==> src/rtl/snn_pkg.sv <==
// Shared definitions for the spiking-layer scheduler:
// FSM state encoding, default layer sizes and a clog2 helper.
package snn_pkg;

  localparam int N_INPUTS_DEF  = 64;
  localparam int N_NEURONS_DEF = 16;

  typedef enum logic [2:0] {
    S_IDLE,
    S_FETCH,
    S_SCAN,
    S_READ,
    S_UPDATE,
    S_FIN
  } sched_state_e;

  function automatic int CLOG2(input int v);
    int r;
    r = 0;
    while ((1 << r) < v) r++;
    return (r < 1) ? 1 : r;
  endfunction

endpackage

==> src/rtl/snn_layer_sched_if.sv <==
// Host / weight-SRAM / neuron-datapath bundle of the layer scheduler.
// slave = scheduler side, master = surrounding system side.
interface snn_layer_sched_if
  import snn_pkg::*;
#(
  parameter int N_INPUTS  = N_INPUTS_DEF,
  parameter int N_NEURONS = N_NEURONS_DEF,
  parameter int ADDR_W    = 10,
  parameter int STEP_W    = 8
);
  localparam int NRN_W = CLOG2(N_NEURONS);

  logic                start;
  logic [STEP_W-1:0]   num_steps;
  logic                in_req;
  logic                in_ack;
  logic [N_INPUTS-1:0] in_spikes;
  logic                w_req;
  logic [ADDR_W-1:0]   w_addr;
  logic                w_ack;
  logic                nrn_acc;
  logic [NRN_W-1:0]    nrn_idx;
  logic                nrn_update;
  logic [STEP_W-1:0]   step_idx;
  logic                busy;
  logic                done;

  modport slave (
    input  start, num_steps, in_ack, in_spikes, w_ack,
    output in_req, w_req, w_addr, nrn_acc, nrn_idx,
    output nrn_update, step_idx, busy, done
  );

  modport master (
    output start, num_steps, in_ack, in_spikes, w_ack,
    input  in_req, w_req, w_addr, nrn_acc, nrn_idx,
    input  nrn_update, step_idx, busy, done
  );

endinterface

==> src/rtl/snn_sched_perf.sv <==
// Optional busy-cycle and weight-read counters for the layer scheduler,
// present only when SNN_SCHED_PERF_EN is defined.
module snn_sched_perf
  import snn_pkg::*;
(
  input  logic        clk_i,
  input  logic        rst_i,
  input  logic        clr_i,
  input  logic        busy_i,
  input  logic        read_i,
  output logic [31:0] cycles_o,
  output logic [31:0] reads_o
);
  logic [31:0] cycles_q;
  logic [31:0] reads_q;

  always_ff @(posedge clk_i) begin
    if (rst_i) begin
      cycles_q <= '0;
      reads_q  <= '0;
    end else if (clr_i) begin
      cycles_q <= '0;
      reads_q  <= '0;
    end else begin
      if (busy_i) cycles_q <= cycles_q + 32'd1;
      if (read_i) reads_q  <= reads_q + 32'd1;
    end
  end

  assign cycles_o = cycles_q;
  assign reads_o  = reads_q;

endmodule

==> src/rtl/snn_layer_sched.sv <==
// Timestep sequencer for one fully-connected spiking layer.
// Optional perf counters: define SNN_SCHED_PERF_EN.
module snn_layer_sched
  import snn_pkg::*;
#(
  parameter int N_INPUTS  = N_INPUTS_DEF,
  parameter int N_NEURONS = N_NEURONS_DEF,
  parameter int ADDR_W    = 10,
  parameter int STEP_W    = 8
) (
  input  logic clock,
  input  logic rst,
  snn_layer_sched_if.slave bus
`ifdef SNN_SCHED_PERF_EN
  ,
  output logic [31:0] perf_cycles,
  output logic [31:0] perf_reads
`endif
);
  localparam int IDX_W = CLOG2(N_INPUTS);
  localparam int NRN_W = CLOG2(N_NEURONS);
  localparam logic [IDX_W-1:0] IDX_LAST = IDX_W'(N_INPUTS - 1);
  localparam logic [NRN_W-1:0] NRN_LAST = NRN_W'(N_NEURONS - 1);

  sched_state_e        state_q;
  logic [N_INPUTS-1:0] spikes_q;
  logic [IDX_W-1:0]    in_idx_q;
  logic [NRN_W-1:0]    nrn_idx_q;
  logic [STEP_W-1:0]   steps_q;
  logic [STEP_W-1:0]   step_idx_q;
  logic [STEP_W-1:0]   step_idx_d;
  logic                busy_q;
  logic                done_q;
  logic                in_req_q;
  logic                w_req_q;
  logic                upd_q;
  logic                start_ok;
  logic                last_in;
  logic                nrn_acc;

  // a start in the done cycle is held off until the next one
  assign start_ok   = (state_q == S_IDLE) && bus.start && !done_q;
  assign last_in    = (in_idx_q == IDX_LAST);
  assign step_idx_d = step_idx_q + STEP_W'(1);
  assign nrn_acc    = w_req_q && bus.w_ack;

  always_ff @(posedge clock) begin
    if (rst) begin
      state_q    <= S_IDLE;
      spikes_q   <= '0;
      in_idx_q   <= '0;
      nrn_idx_q  <= '0;
      steps_q    <= '0;
      step_idx_q <= '0;
      busy_q     <= 1'b0;
      done_q     <= 1'b0;
      in_req_q   <= 1'b0;
      w_req_q    <= 1'b0;
      upd_q      <= 1'b0;
    end else begin
      done_q <= 1'b0;
      upd_q  <= 1'b0;
      unique case (state_q)
        S_IDLE: begin
          if (start_ok) begin
            steps_q    <= bus.num_steps;
            step_idx_q <= '0;
            busy_q     <= 1'b1;
            if (bus.num_steps == '0) begin
              state_q <= S_FIN;
            end else begin
              state_q  <= S_FETCH;
              in_req_q <= 1'b1;
            end
          end
        end
        S_FETCH: begin
          if (bus.in_ack) begin
            spikes_q <= bus.in_spikes;
            in_idx_q <= '0;
            in_req_q <= 1'b0;
            state_q  <= S_SCAN;
          end
        end
        S_SCAN: begin
          if (spikes_q[in_idx_q]) begin
            nrn_idx_q <= '0;
            w_req_q   <= 1'b1;
            state_q   <= S_READ;
          end else if (last_in) begin
            upd_q   <= 1'b1;
            state_q <= S_UPDATE;
          end else begin
            in_idx_q <= in_idx_q + IDX_W'(1);
          end
        end
        S_READ: begin
          if (bus.w_ack) begin
            if (nrn_idx_q == NRN_LAST) begin
              w_req_q            <= 1'b0;
              spikes_q[in_idx_q] <= 1'b0;
              if (last_in) begin
                upd_q   <= 1'b1;
                state_q <= S_UPDATE;
              end else begin
                in_idx_q <= in_idx_q + IDX_W'(1);
                state_q  <= S_SCAN;
              end
            end else begin
              nrn_idx_q <= nrn_idx_q + NRN_W'(1);
            end
          end
        end
        S_UPDATE: begin
          step_idx_q <= step_idx_d;
          if (step_idx_d == steps_q) begin
            state_q <= S_FIN;
          end else begin
            state_q  <= S_FETCH;
            in_req_q <= 1'b1;
          end
        end
        S_FIN: begin
          done_q  <= 1'b1;
          busy_q  <= 1'b0;
          state_q <= S_IDLE;
        end
        default: state_q <= S_IDLE;
      endcase
    end
  end

  assign bus.in_req     = in_req_q;
  assign bus.w_req      = w_req_q;
  assign bus.w_addr     = ADDR_W'(in_idx_q) * ADDR_W'(N_NEURONS)
                        + ADDR_W'(nrn_idx_q);
  assign bus.nrn_acc    = nrn_acc;
  assign bus.nrn_idx    = nrn_idx_q;
  assign bus.nrn_update = upd_q;
  assign bus.step_idx   = step_idx_q;
  assign bus.busy       = busy_q;
  assign bus.done       = done_q;

`ifdef SNN_SCHED_PERF_EN
  snn_sched_perf u_perf (
    .clk_i    (clock),
    .rst_i    (rst),
    .clr_i    (start_ok),
    .busy_i   (busy_q),
    .read_i   (nrn_acc),
    .cycles_o (perf_cycles),
    .reads_o  (perf_reads)
  );
`endif

endmodule

==> src/flat_wrapper.sv <==
// flat-port wrapper written by rule: the top's interface ports become plain ports
module snn_layer_sched_flat import snn_pkg::*;
#(
  parameter int N_INPUTS  = N_INPUTS_DEF,
  parameter int N_NEURONS = N_NEURONS_DEF,
  parameter int ADDR_W    = 10,
  parameter int STEP_W    = 8
)
  (clock, rst, bus_start, bus_num_steps, bus_in_ack, bus_in_spikes, bus_w_ack, bus_in_req, bus_w_req, bus_w_addr, bus_nrn_acc, bus_nrn_idx, bus_nrn_update, bus_step_idx, bus_busy, bus_done);
  snn_layer_sched_if #(.N_INPUTS(N_INPUTS), .N_NEURONS(N_NEURONS), .ADDR_W(ADDR_W), .STEP_W(STEP_W)) bus_i ();
  input  logic clock;
  input  logic rst;
  input wire logic [$bits(bus_i.start)-1:0] bus_start;
  input wire logic [$bits(bus_i.num_steps)-1:0] bus_num_steps;
  input wire logic [$bits(bus_i.in_ack)-1:0] bus_in_ack;
  input wire logic [$bits(bus_i.in_spikes)-1:0] bus_in_spikes;
  input wire logic [$bits(bus_i.w_ack)-1:0] bus_w_ack;
  output wire logic [$bits(bus_i.in_req)-1:0] bus_in_req;
  output wire logic [$bits(bus_i.w_req)-1:0] bus_w_req;
  output wire logic [$bits(bus_i.w_addr)-1:0] bus_w_addr;
  output wire logic [$bits(bus_i.nrn_acc)-1:0] bus_nrn_acc;
  output wire logic [$bits(bus_i.nrn_idx)-1:0] bus_nrn_idx;
  output wire logic [$bits(bus_i.nrn_update)-1:0] bus_nrn_update;
  output wire logic [$bits(bus_i.step_idx)-1:0] bus_step_idx;
  output wire logic [$bits(bus_i.busy)-1:0] bus_busy;
  output wire logic [$bits(bus_i.done)-1:0] bus_done;
  assign bus_i.start = bus_start;
  assign bus_i.num_steps = bus_num_steps;
  assign bus_i.in_ack = bus_in_ack;
  assign bus_i.in_spikes = bus_in_spikes;
  assign bus_i.w_ack = bus_w_ack;
  assign bus_in_req = bus_i.in_req;
  assign bus_w_req = bus_i.w_req;
  assign bus_w_addr = bus_i.w_addr;
  assign bus_nrn_acc = bus_i.nrn_acc;
  assign bus_nrn_idx = bus_i.nrn_idx;
  assign bus_nrn_update = bus_i.nrn_update;
  assign bus_step_idx = bus_i.step_idx;
  assign bus_busy = bus_i.busy;
  assign bus_done = bus_i.done;
  snn_layer_sched #(.N_INPUTS(N_INPUTS), .N_NEURONS(N_NEURONS), .ADDR_W(ADDR_W), .STEP_W(STEP_W)) u_core (.clock(clock), .rst(rst), .bus(bus_i));
endmodule
==> config.mk <==
export PLATFORM = sky130hd
export DESIGN_NAME = snn_layer_sched_flat
export DESIGN_NICKNAME = d
export VERILOG_FILES = /design/src/rtl/snn_pkg.sv /design/src/rtl/snn_layer_sched_if.sv /design/src/rtl/snn_sched_perf.sv /design/src/rtl/snn_layer_sched.sv /design/src/flat_wrapper.sv
export SDC_FILE = /design/constraint.sdc
export NUM_CORES = 1
export LEC_CHECK = 0
export ABC_AREA = 0
export BUFFER_PORTS_ARGS = -buffer_cell sky130_fd_sc_hd__buf_2
export CORE_MARGIN = 10
export CORE_UTILIZATION = 39
export DETAILED_ROUTE_END_ITERATION = 7
export SLEW_MARGIN = 20
export SYNTH_ARGS = -nofsm -noshare
export SYNTH_HDL_FRONTEND = slang
export SYNTH_SLANG_ARGS = --single-unit
==> constraint.sdc <==
create_clock -name clock -period 3.35 [get_ports clock]
set_clock_uncertainty 0.2 [all_clocks]
set_input_delay 0.335 -clock clock [delete_from_list [all_inputs] [get_ports clock]]
set_output_delay 0.335 -clock clock [all_outputs]
set_load 0.005 [all_outputs]
### Word level (Yosys, flattened, before mapping)

Cells that the tools add are included.

* add/sub/neg operators: 4
* magnitude comparators: 2
* equal/unequal tests: 18
* muxes and demuxes: 47
* bitwise logic cells: 2
* reductions and logical operators: 22

Operator list (count)
* 64-bit 2-to-1 mux: 3
* 64-bit one-hot mux with 2 select lines: 1
* 64-bit bitwise AND: 1
* 64-bit inverter: 1
* 6-bit 2-to-1 mux: 5
* 3-bit 2-to-1 mux: 9
* 6-bit one-hot mux with 3 select lines: 1
* 8-bit one-hot mux with 2 select lines: 1
* 1-bit 2-to-1 mux: 15
* 3-bit one-hot mux with 5 select lines: 1
* 5-bit AND reduction: 3
* 4-bit 2-to-1 mux: 3
* 2-bit != test (second input constant): 6
* 4-bit AND reduction: 3
* 10-bit by 4-bit adder with 10-bit output: 1
* 8-bit by 1-bit adder with 8-bit output (second input constant): 1
* 8-bit == test: 1
* 8-bit logical NOT: 1
* 8-bit 2-to-1 mux: 1
* 4-bit one-hot mux with 2 select lines: 1
* 2-bit nonzero test: 4
* 6-bit by 7-bit less-than comparator with 1-bit output (second input constant): 1
* 6-bit by 1-bit adder with 6-bit output (second input constant): 1
* 1-bit binary-select mux with 6-bit select: 1
* 17 further kinds: 29

* bits in registers: 98
* input port bits: 77
* logic and storage cells: 106

### Longest topological paths before layout

* depth after elaboration: 9
* mapped depth: 10
* mapped depth without buffers: 8

### Worst setup path after synthesis

OpenSTA, ideal clock, no wires.

* path type: reg2reg
* start: reg u_core.in_idx_q[0]
* end: reg u_core.in_idx_q[5]
* data arrival time: 2.667 ns
* path slack: 0.413 ns
* stages on the path, launching flop included: 9
* buffers on the path: 2
* clock period less this slack: 2.937 ns
* cell sequence: dfxtp_1 buf_4 buf_6 mux4_2 mux2_2 a221o_1 o21a_1 or4_1 a21boi_1

* longest elaborated chain between the ends: 5

Ends and longest elaborated chain
* from (decl): RTL line snn_layer_sched.sv:27 `logic [IDX_W-1:0] in_idx_q;`
* from (signal assigned): RTL line snn_layer_sched.sv:94 `in_idx_q <= in_idx_q + IDX_W'(1);`
* from (signal assigned): RTL line snn_layer_sched.sv:106 `in_idx_q <= in_idx_q + IDX_W'(1);`
* 6-bit by 1-bit adder with 6-bit output or 6-bit == test (tied branches): RTL line snn_layer_sched.sv:94, snn_layer_sched.sv:106, snn_layer_sched.sv:43
* 6-bit 2-to-1 mux: RTL line snn_layer_sched.sv:90, snn_layer_sched.sv:102
* 6-bit 2-to-1 mux: RTL line snn_layer_sched.sv:99 `if (nrn_idx_q == NRN_LAST) begin`
* 6-bit 2-to-1 mux: RTL line snn_layer_sched.sv:98 `if (bus.w_ack) begin`
* 6-bit one-hot mux with 3 select lines: RTL line snn_layer_sched.sv:63 `unique case (state_q)`

Parallel ways exist; a longest one is shown, timed or not. The select of a mux whose other input is x is not followed.
A chain may end at the register's enable or synchronous reset.

### Worst setup path in the final report

Ends and elaborated chain as after synthesis.

==> impl_metrics.env <==
export IMPL_yosys_register_bits=98
export IMPL_drtAntennaViolNets=0
export IMPL_finalCriticalPeriod_ns=3.155
export IMPL_die_area_mm2=0.01817
export IMPL_diodes=0
export IMPL_post_dp_hpwl_um=11660
export IMPL_p_sw_share_pct=26.21
export IMPL_cp_start_kind="register"
export IMPL_gp_congestion=0.8689
export IMPL_cp_slowest_stage_delay_ns=0.52
export IMPL_maxClockFrequency_ghz=0.3170
export IMPL_powerDensity_mw_per_mm2=451.2
export IMPL_synth_edf_count=0
export IMPL_grt_max_degree=66
export IMPL_layout_nets=829
export IMPL_synthesis_area_mm2=0.005139
export IMPL_worstPathRequired_ns=3.44
export IMPL_cp_end_kind="register"
export IMPL_met3_usage_pct=4.674
export IMPL_die_h_um=134.8
export IMPL_grt_pass1_vias=5011
export IMPL_grt_use_met1_pct=22.81
export IMPL_critPathArrivalTime_ns=3.24
export IMPL_cts_sinks=98
export IMPL_drive_gt1_share_pct=21.91
export IMPL_status="finished, final reports clean"
export IMPL_syn_inst=674
export IMPL_gr_max_usage_layer="met2"
export IMPL_setup_violations=0
export IMPL_grt_use_total_pct=17.44
export IMPL_max_cap_violations=0
export IMPL_row_count=41
export IMPL_final_hold_violation_count=0
export IMPL_dr_pass1_iters=5
export IMPL_syn_to_final_growth_pct=19.11
export IMPL_clock_power_share_pct=40.1
export IMPL_combPwrFrac_pct=14.1
export IMPL_p_switching_uw=723.9
export IMPL_ys_seq_area_share_pct=38.18
export IMPL_synth_warnings=0
export IMPL_synth_cell_types=48
export IMPL_coreArea_mm2=0.01277
export IMPL_routed_wl_um=16040
export IMPL_yosysTopAreaCell="dfxtp_1"
export IMPL_p_int_mw=2.038
export IMPL_p_seq_share_pct=45.8
export IMPL_drc=0
export IMPL_avgSynthCellArea_um2=7.624
export IMPL_tns_ns=0
export IMPL_wl_per_cell_um=17.34
export IMPL_drtIter0Drc=465
export IMPL_drv_slew=0
export IMPL_n_fill_cell=1298
export IMPL_path_class="register to register"
export IMPL_tritoncts="built"
export IMPL_critPathBufInv=1
export IMPL_grt_overflow_total=0
export IMPL_synth_area_leaders="dfxtp_1 38%, a21oi_1 15%, nand2_1 6.9%"
export IMPL_tightest_slew_ns=0.6909
export IMPL_antenna_found_initial=0
export IMPL_viasPerCell=5.551
export IMPL_async_reset_ff_share_pct=0
export IMPL_cpMaxStageDelayCell="or4_1"
export IMPL_vias=5135
export IMPL_syn_nets=754
export IMPL_cts_root_buf="clkbuf_16"
export IMPL_path_delay_family="compound AO/OA/AOI/OAI gates"
export IMPL_rsz0062_at_grt="false"
export IMPL_clk_pin_slew_worst_paths_ns=0.07
export IMPL_slew_headroom_pct=53.94
export IMPL_synth_ff_type="dfxtp_1"
export IMPL_die_x_um=134.8
export IMPL_port_buffers=104
export IMPL_start_util_pct=40.23
export IMPL_peakVddDrop_uv=248.5
export IMPL_hold_ws_ns=0.02008
export IMPL_grt_pass1_wl_um=25980
export IMPL_cts_buffers=9
export IMPL_cts_buffer_depth=2
export IMPL_worstPathCellList="buf_4 > mux4_2 > mux2_2 > a221o_1 > o21a_1 > or4_1 > a21boi_1"
export IMPL_clk_latency_ns=0.36
export IMPL_cts_htree_levels=3
export IMPL_postLayoutCoreUtil_pct=47.92
export IMPL_grt_met2_usage_pct=27.15
export IMPL_synth_top_area_share_pct=38.18
export IMPL_cp_max_fo=11
export IMPL_io_pins=105
export IMPL_post_route_period_util_pct=94.18
export IMPL_post_cts_buffers=0
export IMPL_hold_class="input port to register"
export IMPL_leakage_nw=2.432
## per-stage QoR
step / power, mW / area [µm²] / setup slack (ns) / cells
floorplan: 1.534 / 5139 / 0.4127 / 674
global placement: 1.669 / 5806 / 0.08355 / 910
detailed placement: 1.677 / 5806 / 0.02272 / 910
CTS: 2.783 / 6116 / 0.1768 / 925
global route: 2.880 / 6121 / 0.04451 / 925
finish: 2.761 / 6121 / 0.1949 / 925
## metal layers
metal	vias up	share of wire, %
met5	-	0
met4	0	1.7
met3	22	6.2
met2	166	45
met1	2411	47
li1	2536	-
## Yosys cell counts, types with 2 or more instances
master,n
a31oi_1,5
o31ai_1,2
and3_1,7
or3_1,3
a21oi_1,150
nor4_1,5
a211oi_1,2
mux2_2,4
nor2b_1,7
nand2_1,95
and2_1,7
ha_1,3
nor3b_1,7
xor2_1,3
nand4_1,5
and3b_1,3
buf_1,9
a2bb2oi_1,2
nor3_1,18
inv_1,4
mux2i_1,15
nand3_1,23
clkbuf_1,51
a31o_2,2
mux4_2,10
buf_4,5
o21a_1,3
xnor2_1,7
o21ai_0,69
nor2_1,30
nand2b_1,3
dfxtp_1,98
a22oi_1,2
## power by group through the flow
stage               Sequential (mW)  Combinational, mW  Clock (mW)
global placement               1.29              0.380           0
detailed placement             1.29              0.387           0
global route                   1.27              0.435        1.17
floorplan                      1.27              0.266           0
CTS                            1.26              0.389        1.13
finish                         1.27              0.388        1.11
## worst paths after layout
| check | to | start | depth (start not counted) | slack (ns) |
|---|---|---|---|---|
| setup / recovery | u_core.in_idx_q[5]$_SDFFE_PP0P_ | u_core.in_idx_q[0]$_SDFFE_PP0P_ | 7 | 0.19 |
| hold / removal | u_core.spikes_q[11]$_SDFFE_PP0P_ | bus_in_spikes[11] | 3 | 0.02 |
| setup reg to reg | u_core.in_idx_q[5]$_SDFFE_PP0P_ | u_core.in_idx_q[0]$_SDFFE_PP0P_ | 7 | 0.19 |
| hold reg to reg | u_core.steps_q[6]$_SDFFE_PP0P_ | u_core.steps_q[6]$_SDFFE_PP0P_ | 2 | 0.26 |
## layout make-up
class | instances | area (µm²) | share of cell area [%]
Multi-Input combinational cell | 506 | 2903 | 47.42
Sequential cell | 98 | 1963 | 32.07
Timing Repair Buffer | 130 | 715.7 | 11.69
Clock buffer | 10 | 229.0 | 3.741
Tap cell | 172 | 215.2 | 3.516
Clock inverter | 5 | 80.08 | 1.308
Inverter | 4 | 15.01 | 0.2453
## timing repair
item / in CTS / in global routing
endpoints found under the setup margin: 1 / 0
hold buffers: 0 / 0
resized for setup: 1 / 0
## tightest hold or removal path, cell delays in order
cell and delay, ns:
buf_2 0.10, nand2_1 0.04, a21oi_1 0.05
## placed cells by master, fill, tap and decap left out, types with 2 or more instances in the layout
cell        netlist  final
nor3_1           18     18
nand3_1          23     23
or3_1             3      3
clkinvlp_4        0      2
a31o_2            2      2
mux2_2            4      4
a2bb2oi_1         2      2
nor2b_1           7      7
nor2_1           30     29
a211oi_1          2      2
mux2i_1          15     15
o31ai_1           2      2
ha_1              3      3
buf_4             5     26
o21a_1            3      3
nand4_1           5      5
o21ai_0          69     69
and2_1            7      7
buf_2             0    104
a22oi_1           2      2
nor4_1            5      5
nand2b_1          3      3
a31oi_1           5      5
xor2_1            3      3
bufinv_16         0      2
nand2_1          95     94
and3b_1           3      3
xnor2_1           7      7
and3_1            7      7
clkbuf_16         0      9
nor3b_1           7      6
mux4_2           10     10
a21oi_1         150    150
inv_1             4      4
dfxtp_1          98     97
## kinds of logic after synthesis
kind of cell,count (synthesis),share of synthesized area [%]
AO/OA/AOI/OAI,248,25.71
XOR/XNOR,11,2.143
adder cells (fa/ha/maj),3,0.7305
buffers and inverters,70,5.624
flip-flops,98,38.18
multiplexers,29,8.181
AND/OR/NAND/NOR,215,19.43
## sequential cells by signal (all words and copies together) (netlist names), 3 cells and up
register	cells
u_core.steps_q	8
u_core.in_idx_q	6
u_core.state_q	3
u_core.bus.step_idx	8
u_core.bus.nrn_idx	4
u_core.spikes_q	64
Note: power is estimated with default switching activity, not from simulation.
